--- src/rtl/datapath_pkg.sv ---
// Shared types and encodings for the datapath control unit.
// Opcodes, ALU ops, write-source codes, FSM states and control bundle.
package datapath_pkg;

    localparam int DW = 16;

    localparam logic [3:0] OP_NOP  = 4'h0;
    localparam logic [3:0] OP_ADDI = 4'h1;
    localparam logic [3:0] OP_ADD  = 4'h2;
    localparam logic [3:0] OP_SUB  = 4'h3;
    localparam logic [3:0] OP_MOV  = 4'h4;
    localparam logic [3:0] OP_JMP  = 4'h5;
    localparam logic [3:0] OP_BZ   = 4'h6;
    localparam logic [3:0] OP_BN   = 4'h7;
    localparam logic [3:0] OP_ST   = 4'h8;
    localparam logic [3:0] OP_LD   = 4'h9;
    localparam logic [3:0] OP_PUSH = 4'hA;
    localparam logic [3:0] OP_PLOT = 4'hB;
    localparam logic [3:0] OP_HALT = 4'hF;

    localparam logic [3:0] ALU_PASS = 4'd0;
    localparam logic [3:0] ALU_ADD  = 4'd1;
    localparam logic [3:0] ALU_SUB  = 4'd2;

    localparam logic [1:0] LOAD_NONE = 2'b00;
    localparam logic [1:0] LOAD_ALU  = 2'b01;
    localparam logic [1:0] LOAD_MEM  = 2'b10;

    typedef enum logic [2:0] {
        FETCH,
        EXEC,
        MEMWAIT,
        PLOTWAIT,
        HALT,
        FAULT
    } state_t;

    typedef struct packed {
        logic          pc_inc;
        logic [3:0]    alu_op;
        logic [3:0]    a_sel;
        logic [3:0]    b_sel;
        logic          a_src;
        logic          b_src;
        logic [DW-1:0] a_alt;
        logic [DW-1:0] b_alt;
        logic [3:0]    out_sel;
        logic [1:0]    load_src;
        logic          st_mem;
        logic          st_stk;
        logic [3:0]    color_sel;
        logic [3:0]    coord_sel;
        logic          plot;
        logic          halted;
        logic          fault;
    } ctrl_t;

    localparam ctrl_t CTRL_IDLE = '0;

endpackage

--- src/rtl/datapath_controller_instr_decoder.sv ---
// Combinational decode of one instruction word into the control bundle.
// Also reports which state the controller should enter after EXEC.
module instr_decoder
    import datapath_pkg::*;
(
    input  logic [DW-1:0] instr,
    input  logic [DW-1:0] zeroflag,
    input  logic [DW-1:0] signflag,
    output ctrl_t         ctrl,
    output state_t        next_state
);

    logic [3:0] op;
    logic [3:0] rd;
    logic [3:0] ra;
    logic [3:0] rb;
    logic       taken;

    assign op = instr[15:12];
    assign rd = instr[11:8];
    assign ra = instr[7:4];
    assign rb = instr[3:0];

    always_comb begin
        ctrl       = CTRL_IDLE;
        next_state = FETCH;
        taken      = 1'b0;
        unique case (op)
            OP_NOP: ctrl.pc_inc = 1'b1;
            OP_ADDI: begin
                ctrl.alu_op   = ALU_ADD;
                ctrl.a_sel    = rd;
                ctrl.b_src    = 1'b1;
                ctrl.b_alt    = {8'h00, instr[7:0]};
                ctrl.out_sel  = rd;
                ctrl.load_src = LOAD_ALU;
                ctrl.pc_inc   = 1'b1;
            end
            OP_ADD, OP_SUB: begin
                ctrl.alu_op   = (op == OP_ADD) ? ALU_ADD : ALU_SUB;
                ctrl.a_sel    = ra;
                ctrl.b_sel    = rb;
                ctrl.out_sel  = rd;
                ctrl.load_src = LOAD_ALU;
                ctrl.pc_inc   = 1'b1;
            end
            OP_MOV: begin
                ctrl.alu_op   = ALU_PASS;
                ctrl.a_sel    = ra;
                ctrl.out_sel  = rd;
                ctrl.load_src = LOAD_ALU;
                ctrl.pc_inc   = 1'b1;
            end
            OP_JMP: begin
                ctrl.a_sel    = ra;
                ctrl.load_src = LOAD_ALU;
            end
            // A taken branch is a jump into r0; untaken falls through.
            OP_BZ, OP_BN: begin
                taken = (op == OP_BZ) ? zeroflag[rd] : signflag[rd];
                if (taken) begin
                    ctrl.a_sel    = ra;
                    ctrl.load_src = LOAD_ALU;
                end else begin
                    ctrl.pc_inc = 1'b1;
                end
            end
            OP_ST: begin
                ctrl.a_sel  = ra;
                ctrl.b_sel  = rb;
                ctrl.st_mem = 1'b1;
                ctrl.pc_inc = 1'b1;
            end
            OP_LD: begin
                ctrl.a_sel = ra;
                next_state = MEMWAIT;
            end
            OP_PUSH: begin
                ctrl.a_sel  = ra;
                ctrl.st_stk = 1'b1;
                ctrl.pc_inc = 1'b1;
            end
            OP_PLOT: begin
                ctrl.color_sel = ra;
                ctrl.coord_sel = rb;
                ctrl.plot      = 1'b1;
                next_state     = PLOTWAIT;
            end
            OP_HALT: next_state = HALT;
            default: next_state = FAULT;
        endcase
    end

endmodule

--- src/rtl/datapath_controller.sv ---
// Multi-cycle control FSM driving the datapath and the VGA plot port.
// Outputs are decoded from the state register so reset clears them at once.
module datapath_controller
    import datapath_pkg::*;
#(
    parameter int IW           = 16,
    parameter int PLOT_TIMEOUT = 255
) (
    input  logic          clock,
    input  logic          resetn,
    input  logic [IW-1:0] current_instruction,
    input  logic [IW-1:0] zeroflag,
    input  logic [IW-1:0] signflag,
    input  logic          vga_ack,
    output logic          program_counter_increment,
    output logic [3:0]    alu_op,
    output logic [3:0]    alu_a_select,
    output logic [3:0]    alu_b_select,
    output logic          alu_a_source,
    output logic          alu_b_source,
    output logic [IW-1:0] alu_a_altern,
    output logic [IW-1:0] alu_b_altern,
    output logic [3:0]    alu_out_select,
    output logic [1:0]    alu_load_src,
    output logic          alu_store_to_mem,
    output logic          alu_store_to_stk,
    output logic [3:0]    vga_color_select,
    output logic [3:0]    vga_coord_select,
    output logic          vga_plot,
    output logic          halted,
    output logic          fault
);

    localparam int CW = $clog2(PLOT_TIMEOUT + 1);

    state_t        state;
    state_t        dec_next;
    logic [11:0]   ir;
    logic [CW-1:0] cnt;
    ctrl_t         dec;
    ctrl_t         ctrl;

    instr_decoder u_dec (
        .instr      (current_instruction),
        .zeroflag   (zeroflag),
        .signflag   (signflag),
        .ctrl       (dec),
        .next_state (dec_next)
    );

    always_comb begin
        ctrl = CTRL_IDLE;
        unique case (state)
            EXEC: ctrl = dec;
            MEMWAIT: begin
                ctrl.a_sel    = ir[7:4];
                ctrl.out_sel  = ir[11:8];
                ctrl.load_src = LOAD_MEM;
                ctrl.pc_inc   = 1'b1;
            end
            PLOTWAIT: begin
                ctrl.color_sel = ir[7:4];
                ctrl.coord_sel = ir[3:0];
                ctrl.plot      = ~vga_ack;
                ctrl.pc_inc    = vga_ack;
            end
            HALT:  ctrl.halted = 1'b1;
            FAULT: ctrl.fault  = 1'b1;
            default: ;
        endcase
    end

    always_ff @(posedge clock or negedge resetn) begin
        if (!resetn) begin
            state <= FETCH;
            ir    <= '0;
            cnt   <= '0;
        end else begin
            unique case (state)
                FETCH: state <= EXEC;
                EXEC: begin
                    ir    <= current_instruction[11:0];
                    cnt   <= '0;
                    state <= dec_next;
                end
                MEMWAIT: state <= FETCH;
                PLOTWAIT: begin
                    if (vga_ack)
                        state <= FETCH;
                    else if (cnt == CW'(PLOT_TIMEOUT - 1))
                        state <= FAULT;
                    else
                        cnt <= cnt + 1'b1;
                end
                default: ;
            endcase
        end
    end

    assign program_counter_increment = ctrl.pc_inc;
    assign alu_op           = ctrl.alu_op;
    assign alu_a_select     = ctrl.a_sel;
    assign alu_b_select     = ctrl.b_sel;
    assign alu_a_source     = ctrl.a_src;
    assign alu_b_source     = ctrl.b_src;
    assign alu_a_altern     = ctrl.a_alt;
    assign alu_b_altern     = ctrl.b_alt;
    assign alu_out_select   = ctrl.out_sel;
    assign alu_load_src     = ctrl.load_src;
    assign alu_store_to_mem = ctrl.st_mem;
    assign alu_store_to_stk = ctrl.st_stk;
    assign vga_color_select = ctrl.color_sel;
    assign vga_coord_select = ctrl.coord_sel;
    assign vga_plot         = ctrl.plot;
    assign halted           = ctrl.halted;
    assign fault            = ctrl.fault;

endmodule
--- config.mk ---
export PLATFORM = sky130hd
export DESIGN_NAME = datapath_controller
export DESIGN_NICKNAME = d
export VERILOG_FILES = /design/src/rtl/datapath_pkg.sv /design/src/rtl/datapath_controller_instr_decoder.sv /design/src/rtl/datapath_controller.sv
export SDC_FILE = /design/constraint.sdc
export NUM_CORES = 1
export LEC_CHECK = 0
export BUFFER_PORTS_ARGS = -buffer_cell sky130_fd_sc_hd__buf_2
export CAP_MARGIN = 5
export CORE_UTILIZATION = 48
export CTS_BUF_LIST = sky130_fd_sc_hd__clkbuf_16
export DETAILED_ROUTE_END_ITERATION = 8
export MAX_ROUTING_LAYER = met4
export PLACE_DENSITY = 0.86
export SLEW_MARGIN = 5
export SYNTH_ARGS = -nofsm -noshare
export SYNTH_HDL_FRONTEND = slang
export SYNTH_SLANG_ARGS = --single-unit
--- constraint.sdc ---
create_clock -name clock -period 5.3 [get_ports clock]
set_input_delay 0 -clock clock [delete_from_list [all_inputs] [get_ports clock]]
set_output_delay 0 -clock clock [all_outputs]
set_load 0.01 [all_outputs]
==> flow_summary.html, run 1 <==
<table>
<tr><th>Metric</th><th>Value</th></tr>
<tr><th colspan="2">Route</th></tr>
<tr><td>Final ANT Viol Nets</td><td>0</td></tr>
<tr><td>Via count</td><td>2072</td></tr>
<tr><td>Detailed Routing Iterations Pass 1</td><td>5</td></tr>
<tr><td>Final wirelength</td><td>~5600 um</td></tr>
<tr><td>Detail-routed net length per standard cell</td><td>around 15 um</td></tr>
<tr><td>Residual DRC</td><td>0</td></tr>
<tr><td>Vias per inst</td><td>5.44</td></tr>
<tr><td>Initial DRC count</td><td>127</td></tr>
<tr><th colspan="2">Yosys</th></tr>
<tr><td>Cell area after synthesis</td><td>slightly above 2000 um2</td></tr>
<tr><td>Synthesized area divided by synthesized cell count</td><td>8.47 um2</td></tr>
<tr><td>Async set or reset register ratio after synthesis</td><td>100%</td></tr>
<tr><td>Count of flip-flops with a built-in enable after synthesis</td><td>0</td></tr>
<tr><td>Instance count of the mapped netlist</td><td>244</td></tr>
<tr><td>Post-synthesis sequential area ratio</td><td>27.8%</td></tr>
<tr><td>Predominant post-synthesis flop cell</td><td>dfrtp_1</td></tr>
<tr><td>Total number of yosys warnings</td><td>0</td></tr>
<tr><td>Count of unique library cells instantiated by Yosys</td><td>44</td></tr>
<tr><td>Register bit count reported by yosys</td><td>23</td></tr>
<tr><th colspan="2">Setup path</th></tr>
<tr><td>Crit path buffers/inverters</td><td>1</td></tr>
<tr><td>Data required time of the worst path</td><td>5300 ps</td></tr>
<tr><td>Cells along the critical path</td><td>or3b_1, nor2_1, nand2_1, nor2_1, a22o_1, buf_2</td></tr>
<tr><td>Kind of end point of the critical path</td><td>primary output</td></tr>
<tr><td>Family of cells with the greatest summed delay on the critical path</td><td>simple AND/OR/NAND/NOR gates</td></tr>
<tr><td>Worst Path Arrival</td><td>around 2700 ps</td></tr>
<tr><td>Delay of the slowest cell on the worst path</td><td>720 ps</td></tr>
<tr><td>Register-to-register setup slack</td><td>3130 ps</td></tr>
<tr><td>Capturing element of the worst setup path</td><td>vga_color_select[1]</td></tr>
<tr><td>Worst Setup SP</td><td>state[1]</td></tr>
<tr><td>Endpoint of the lowest-slack register-to-register path</td><td>state[0]</td></tr>
<tr><td>Type of the setup path with the least slack</td><td>flop to primary output</td></tr>
<tr><td>Most used cell, CP</td><td>nor2_1</td></tr>
<tr><td>Number of cells on the critical path</td><td>6</td></tr>
<tr><td>Max Fanout on Critical Path</td><td>19</td></tr>
<tr><td>Kind of start point of the critical path</td><td>flop</td></tr>
<tr><td>Slowest cell on crit path</td><td>or3b_1</td></tr>
<tr><td>Count of cells along the worst register-to-register path</td><td>5</td></tr>
<tr><td>Reg-to-reg critical path startpoint</td><td>state[1]</td></tr>
<tr><th colspan="2">Floorplan</th></tr>
<tr><td>Die Span Y</td><td>slightly below 70 um</td></tr>
<tr><td>Die Outline Area</td><td>4570 um2</td></tr>
<tr><td>Initial core utilization</td><td>50.9%</td></tr>
<tr><td>Area of the core</td><td>4060 um2</td></tr>
<tr><td>Horizontal extent of the die</td><td>just under 70 um</td></tr>
<tr><td>Standard-cell row count</td><td>23</td></tr>
<tr><td>Count of boundary I/O pins</td><td>117</td></tr>
<tr><th colspan="2">Run</th></tr>
<tr><td>Max cap viols</td><td>0</td></tr>
<tr><th colspan="2">Status</th></tr>
<tr><td>Result of the run</td><td>finished clean</td></tr>
<tr><th colspan="2">Placed design</th></tr>
<tr><td>Final HPWL from detailed placement</td><td>a little over 4000 um</td></tr>
<tr><td>Total placed cells including tap cells</td><td>approximately 370</td></tr>
<tr><td>GPL Wtd Cong</td><td>0.890</td></tr>
<tr><td>Number of I/O port buffers</td><td>89</td></tr>
<tr><th colspan="2">Finish</th></tr>
<tr><td>Share of post-route cells with drive strength above 1</td><td>32.3%</td></tr>
<tr><td>Count of nets after finishing</td><td>between 300 and 400</td></tr>
<tr><td>Layout Cells excl Fill</td><td>381</td></tr>
<tr><td>Area growth from synthesis to final layout</td><td>25.2%</td></tr>
<tr><td>Number of diodes added for antenna fixing</td><td>0</td></tr>
<tr><th colspan="2">Pwr</th></tr>
<tr><td>Static leakage</td><td>about 1.3 nW</td></tr>
<tr><td>Pwr Density</td><td>241 nW/um2</td></tr>
<tr><td>Maximum ir drop on the vdd rail</td><td>0.000168 V</td></tr>
<tr><th colspan="2">Timing</th></tr>
<tr><td>Highest clock frequency the design can meet</td><td>0.377 GHz</td></tr>
<tr><td>Final worst-path cycle share</td><td>50.1%</td></tr>
<tr><td>Shortest clock period the worst path allows after layout</td><td>2650 ps</td></tr>
<tr><td>Slew at the pin closest to its max-slew limit</td><td>1130 ps</td></tr>
<tr><td>Tightest slew margin relative to the limit</td><td>24.3%</td></tr>
<tr><td>Number of hold-slack violations in the final timing report</td><td>0</td></tr>
<tr><td># setup viols final</td><td>0</td></tr>
<tr><td>Setup repair after global routing missed its margin</td><td>false</td></tr>
<tr><td>Number of slew-limit violations in the final report</td><td>0</td></tr>
<tr><td>Post-route setup TNS</td><td>0 ps</td></tr>
<tr><td>Final worst clock skew</td><td>around 3.7 ps</td></tr>
<tr><th colspan="2">Clock tree</th></tr>
<tr><td>Number of H-tree levels</td><td>1</td></tr>
<tr><td>Clock tree sinks</td><td>23</td></tr>
<tr><td>Setup Buffers After CTS</td><td>0</td></tr>
<tr><td>Clock transition at path regs</td><td>~60 ps</td></tr>
<tr><td>Number of buffers on the longest clock path</td><td>2</td></tr>
<tr><td>Post-CTS resize count</td><td>0</td></tr>
<tr><td>Root buffer cell</td><td>clkbuf_16</td></tr>
<tr><td>Number of buffers created by CTS</td><td>3</td></tr>
<tr><td>Worst skew pair latency</td><td>260 ps</td></tr>
<tr><td>CTS tree</td><td>done</td></tr>
<tr><td>Hold-fix buffers, CTS</td><td>9</td></tr>
<tr><th colspan="2">Hold path</th></tr>
<tr><td>Worst hold path cell count</td><td>3</td></tr>
<tr><td>Start point of the worst hold path</td><td>current_instruction[11]</td></tr>
<tr><td>Worst hold path class</td><td>input pin to flop</td></tr>
<tr><th colspan="2">Global route</th></tr>
<tr><td>GRT met2 Usage</td><td>43.4%</td></tr>
<tr><td>Total track usage</td><td>26.3%</td></tr>
<tr><td>Initial antenna violation count</td><td>0</td></tr>
<tr><td>Maximum number of pins on one net before global-route repair</td><td>24</td></tr>
<tr><td>Met3 capacity usage during global routing</td><td>2.87%</td></tr>
<tr><td>Wire length of the first global-routing pass</td><td>8800 um</td></tr>
<tr><td>Top Usage Layer GRT</td><td>met2</td></tr>
<tr><td>Total overflow reported by the global router</td><td>0</td></tr>
<tr><td>Met1 track utilization from global routing</td><td>32.8%</td></tr>
<tr><td>Via count of the first global-routing pass</td><td>1918</td></tr>
</table>
synth_stat cells (5+ instances only):
library cell / n / area share, %
o21ai_0: 5 / 1.2
o21ai_1: 9 / 2.2
mux4_2: 9 / 9.8
and2_1: 12 / 3.6
nand2_1: 53 / 9.6
buf_4: 27 / 9.8
a21oi_1: 5 / 1.2
dfrtp_1: 23 / 28
a22o_1: 12 / 5.1
nor2_1: 13 / 2.4
mux2i_1: 7 / 3.4
clkbuf_1: 13 / 2.4
metrics by stage:
| step | setup WS, ps | power [W] | utilization, % | instance area [um2] | hold WS, ps |
|---|---|---|---|---|---|
| finish | 2650 | 0.000623 | 63.8 | 2590 | 64.5 |
| floorplan | 3450 | 0.000402 | - | 2160 | -296 |
| detailed placement | 2970 | 0.000451 | 59.6 | 2420 | -1.18 |
| global route | 2510 | 0.000657 | 63.8 | 2590 | 72.2 |
| global placement | 3020 | 0.000443 | 59.6 | 2420 | -9.97 |
| CTS | 2670 | 0.000625 | 63.8 | 2590 | 59.8 |
worst min path at each step:
stage                     endpoint  slack (ps)
after floorplan             cnt[0]        -300
after global placement       ir[0]         -10
after detailed placement     ir[0]          -1
after CTS                   ir[11]          60
after global routing        ir[11]          70
final                       ir[11]          60
where the power goes:
| group | internal, W | leakage [nW] | switching (W) | total [W] |
|---|---|---|---|---|
| Combinational | 0.0000836 | 1.00 | 0.0000905 | 0.000174 |
| Sequential | 0.000229 | 0.294 | 0.0000545 | 0.000284 |
| Clock | 0.000102 | 0.0409 | 0.0000636 | 0.000165 |
layout by cell type (no fill, tap or decap), types with 4 or more instances in the layout:
master          n
o21ai_0         5
a22oi_1         4
o21ai_1         9
dfrtp_1        23
mux2i_1         7
a21oi_1         5
nand3_1         4
dlygate4sd3_1   9
nand2_1        53
a22o_1         12
mux4_2          9
conb_1         27
buf_2          89
nor2_1         13
nor3_1          4
and2_1         12
logic make-up after synthesis:
group | Yosys count | synth area share [%]
fa+ha+maj | 2 | 1.21
flops | 23 | 27.8
buf+inv | 44 | 13.3
mux | 17 | 14.5
xor+xnor | 3 | 1.27
simple gates | 106 | 25.2
other cells | 1 | 0.181
compound gates | 48 | 16.5
final cells by class:
cell class                      instances  area (um2)
Fill cell                             346        1470
Timing Repair Buffer                   99         543
Tap cell                               50        62.6
Clock buffer                            3        75.1
Inverter                                2        7.51
Clock inverter                          1        5.00
Multi-Input combinational cell        203        1320
Sequential cell                        23         576
flip-flops by register name, summed over array words and instances, names as in the netlist:
register	cells
ir	12
cnt	8
state	3
metal layers:
metal  part of all wire [%]  vias up
li1                       -      987
met1                     41      978
met2                     52       99
met3                    6.0        8
met4                    1.2        0
met5                      0        -
worst min-delay path, stage by stage:
cell	delay, ps
buf_2	170
nand2_1	70
nand2_1	40
(Power assumes the default switching activity.)
==> run 2, diff against run 1 <==
CORE_UTILIZATION = 40   (was 48)
PLACE_DENSITY = 0.77   (was 0.86)
clock period = 2.2 ns   (was 5.3 ns; I/O delays follow)
==> flow_summary.html, run 2 (synthesis results as in run 1) <==
<table>
<tr><th>Metric</th><th>Value</th></tr>
<tr><th colspan="2">Finish</th></tr>
<tr><td>Number of diodes added for antenna fixing</td><td>0 (unchanged)</td></tr>
<tr><td>Most common cell after layout, fill and taps aside</td><td>buf_2</td></tr>
<tr><td>Area growth from synthesis to final layout</td><td>30.6%</td></tr>
<tr><td>Largest register by flop count</td><td>ir</td></tr>
<tr><td>Most frequent cells in the layout</td><td>buf_2, nand2_1, conb_1</td></tr>
<tr><td>Max FFs per register</td><td>12 (unchanged)</td></tr>
<tr><td>Count of nets after finishing</td><td>396 (+2.9%)</td></tr>
<tr><td>Top flop regs</td><td>ir x12, cnt x8, state x3</td></tr>
<tr><td>Share of post-route cells with drive strength above 1</td><td>35.1% (+2.8 points)</td></tr>
<tr><th colspan="2">Global route</th></tr>
<tr><td>Maximum number of pins on one net before global-route repair</td><td>24 (unchanged)</td></tr>
<tr><td>Total overflow reported by the global router</td><td>0 (unchanged)</td></tr>
<tr><td>Wire length of the first global-routing pass</td><td>9480 um (+7.8%)</td></tr>
<tr><td>Initial antenna violation count</td><td>0 (unchanged)</td></tr>
<tr><td>Total track usage</td><td>23.7% (-2.5 points)</td></tr>
<tr><td>Via count of the first global-routing pass</td><td>2097 (+9.3%)</td></tr>
<tr><th colspan="2">Run</th></tr>
<tr><td>Max cap viols</td><td>0 (unchanged)</td></tr>
<tr><th colspan="2">Placed design</th></tr>
<tr><td>Final HPWL from detailed placement</td><td>4310 um (+5.6%)</td></tr>
<tr><td>GPL Wtd Cong</td><td>0.840 (-5.6%)</td></tr>
<tr><td>Number of I/O port buffers</td><td>89 (unchanged)</td></tr>
<tr><th colspan="2">Timing</th></tr>
<tr><td>Shortest clock period the worst path allows after layout</td><td>2070 ps</td></tr>
<tr><td>Slew at the pin closest to its max-slew limit</td><td>541 ps (-591 ps)</td></tr>
<tr><td>Highest clock frequency the design can meet</td><td>0.482 GHz</td></tr>
<tr><td># setup viols final</td><td>0 (unchanged)</td></tr>
<tr><td>Final worst-path cycle share</td><td>94.3%</td></tr>
<tr><td>Number of slew-limit violations in the final report</td><td>0 (unchanged)</td></tr>
<tr><td>Final worst clock skew</td><td>7.67 ps (+4.00 ps)</td></tr>
<tr><td>Number of hold-slack violations in the final timing report</td><td>0 (unchanged)</td></tr>
<tr><td>Tightest slew margin relative to the limit</td><td>63.9% (+40 points)</td></tr>
<tr><td>Setup repair after global routing missed its margin</td><td>false</td></tr>
<tr><td>Post-route setup TNS</td><td>0 ps (unchanged)</td></tr>
<tr><td>Hold_ws</td><td>69.9 ps (+5.36 ps)</td></tr>
<tr><th colspan="2">Route</th></tr>
<tr><td>Via count</td><td>2122 (+2.4%)</td></tr>
<tr><td>Initial DRC count</td><td>107 (-16%)</td></tr>
<tr><td>Detail-routed net length per standard cell</td><td>14.3 um (-3.1%)</td></tr>
<tr><td>Final wirelength</td><td>5860 um (+4.0%)</td></tr>
<tr><td>Final ANT Viol Nets</td><td>0 (unchanged)</td></tr>
<tr><td>Vias per inst</td><td>5.19 (-4.6%)</td></tr>
<tr><td>Residual DRC</td><td>0 (unchanged)</td></tr>
<tr><td>Detailed Routing Iterations Pass 1</td><td>4 (-1)</td></tr>
<tr><th colspan="2">Clock tree</th></tr>
<tr><td>Clock tree sinks</td><td>23 (unchanged)</td></tr>
<tr><td>Clock transition at path regs</td><td>60 ps (about the same)</td></tr>
<tr><td>Worst skew pair latency</td><td>260 ps (about the same)</td></tr>
<tr><td>Number of buffers created by CTS</td><td>3 (unchanged)</td></tr>
<tr><td>CTS tree</td><td>done</td></tr>
<tr><td>Root buffer cell</td><td>clkbuf_16</td></tr>
<tr><td>Number of H-tree levels</td><td>1 (unchanged)</td></tr>
<tr><td>Number of buffers on the longest clock path</td><td>2 (unchanged)</td></tr>
<tr><th colspan="2">Setup path</th></tr>
<tr><td>Delay of the slowest cell on the worst path</td><td>600 ps (-120 ps)</td></tr>
<tr><td>Crit path buffers/inverters</td><td>2 (+1)</td></tr>
<tr><td>Slowest cell on crit path</td><td>mux4_1</td></tr>
<tr><td>Worst Path Arrival</td><td>2070 ps (-580 ps)</td></tr>
<tr><td>Type of the setup path with the least slack</td><td>input pin to primary output</td></tr>
<tr><td>Family of cells with the greatest summed delay on the critical path</td><td>multiplexers</td></tr>
<tr><td>Cells along the critical path</td><td>buf_2, mux4_1, mux4_2, nor2b_4, a211o_1, a211oi_2, buf_2</td></tr>
<tr><td>Kind of start point of the critical path</td><td>input pin</td></tr>
<tr><td>Kind of end point of the critical path</td><td>primary output</td></tr>
<tr><td>Max Fanout on Critical Path</td><td>6 (-13)</td></tr>
<tr><td>Worst Setup SP</td><td>current_instruction[8]</td></tr>
<tr><td>Reg-to-reg critical path startpoint</td><td>cnt[0]</td></tr>
<tr><td>Data required time of the worst path</td><td>2200 ps (-3100 ps)</td></tr>
<tr><td>Most used cell, CP</td><td>buf_2</td></tr>
<tr><th colspan="2">Floorplan</th></tr>
<tr><td>Horizontal extent of the die</td><td>73.9 um (+9.3%)</td></tr>
<tr><td>Initial core utilization</td><td>42.6% (-8.3 points)</td></tr>
<tr><td>Standard-cell row count</td><td>25 (+8.7%)</td></tr>
<tr><td>Die Span Y</td><td>73.9 um (+9.3%)</td></tr>
<tr><td>Area of the core</td><td>4850 um2 (+19%)</td></tr>
<tr><td>Count of boundary I/O pins</td><td>117 (unchanged)</td></tr>
<tr><td>Die Outline Area</td><td>5460 um2 (+19%)</td></tr>
<tr><th colspan="2">Hold path</th></tr>
<tr><td>Worst hold path class</td><td>input pin to flop</td></tr>
<tr><td>Start point of the worst hold path</td><td>current_instruction[10]</td></tr>
<tr><th colspan="2">Status</th></tr>
<tr><td>Result of the run</td><td>finished clean</td></tr>
<tr><th colspan="2">Pwr</th></tr>
<tr><td>Pwr Density</td><td>566 nW/um2 (+140%)</td></tr>
<tr><td>Maximum ir drop on the vdd rail</td><td>0.000393 V (+130%)</td></tr>
<tr><td>Static leakage</td><td>1.39 nW (+4.5%)</td></tr>
</table>
run 2: changes by cell type in the layout (fill, tap and decap cells not counted), sizes merged:
cell  previous run  this run
buf             90       101
run 2: final timing paths:
kind                       slack (ps)  depth (start not counted)                        end
max reg2reg                       240                          7                     cnt[7]
min reg2reg                       480                          2                      ir[2]
max                               130                          7  program_counter_increment
min in group asynchronous         260                          2                     cnt[6]
min                                70                          3                     ir[10]
max in group asynchronous        1580                          2                     cnt[5]
run 2: layout make-up:
class | instances | area, um2
Timing Repair Buffer | 110 | 626
Fill cell | 463 | 2150
Clock inverter | 1 | 5.00
Sequential cell | 23 | 576
Clock buffer | 3 | 75.1
Tap cell | 67 | 83.8
Multi-Input combinational cell | 203 | 1330
Inverter | 2 | 7.51
run 2: metal layers:
layer / global-route usage, % / up-vias / routed length, um
li1: - / 1010 / -
met1: 27.5 / 998 / 2410
met2: 40.4 / 100 / 3060
met3: 3.43 / 14 / 259
met4: 11.1 / 0 / 120
met5: - / - / 0
run 2: through the flow:
stage | power, W | cell area (um2) | util (%) | std cells | setup slack [ps]
after detailed placement | 0.00111 | 2520 | 52.0 | 396 | 136
after CTS | 0.00153 | 2690 | 55.5 | 409 | 95.3
after global routing | 0.00163 | 2700 | 55.7 | 409 | 44.6
final | 0.00153 | 2700 | 55.7 | 409 | 126
after floorplan | 0.000969 | 2160 | - | 270 | 352
after global placement | 0.00108 | 2520 | 52.0 | 396 | 166
run 2: worst reg2reg max path, cell delays in order (launching register included):
cell and delay [ps]:
dfrtp_1 400, inv_1 60, ha_1 200, and3_1 190
a211o_1 400, nor4_1 350, xnor2_1 170, nor2_1 50
run 2: what timing repair did:
item,4_1_cts,5_1_grt
hold endpoints to repair,31,0
hold buffers,9,0
setup endpoints to repair,0,4
setup buffers,0,0
resized for setup,0,2
run 2: report_power, final:
| group | switching, W | internal [W] |
|---|---|---|
| clock network | 0.000155 | 0.000245 |
| logic | 0.000266 | 0.000226 |
| registers | 0.0000857 | 0.000552 |
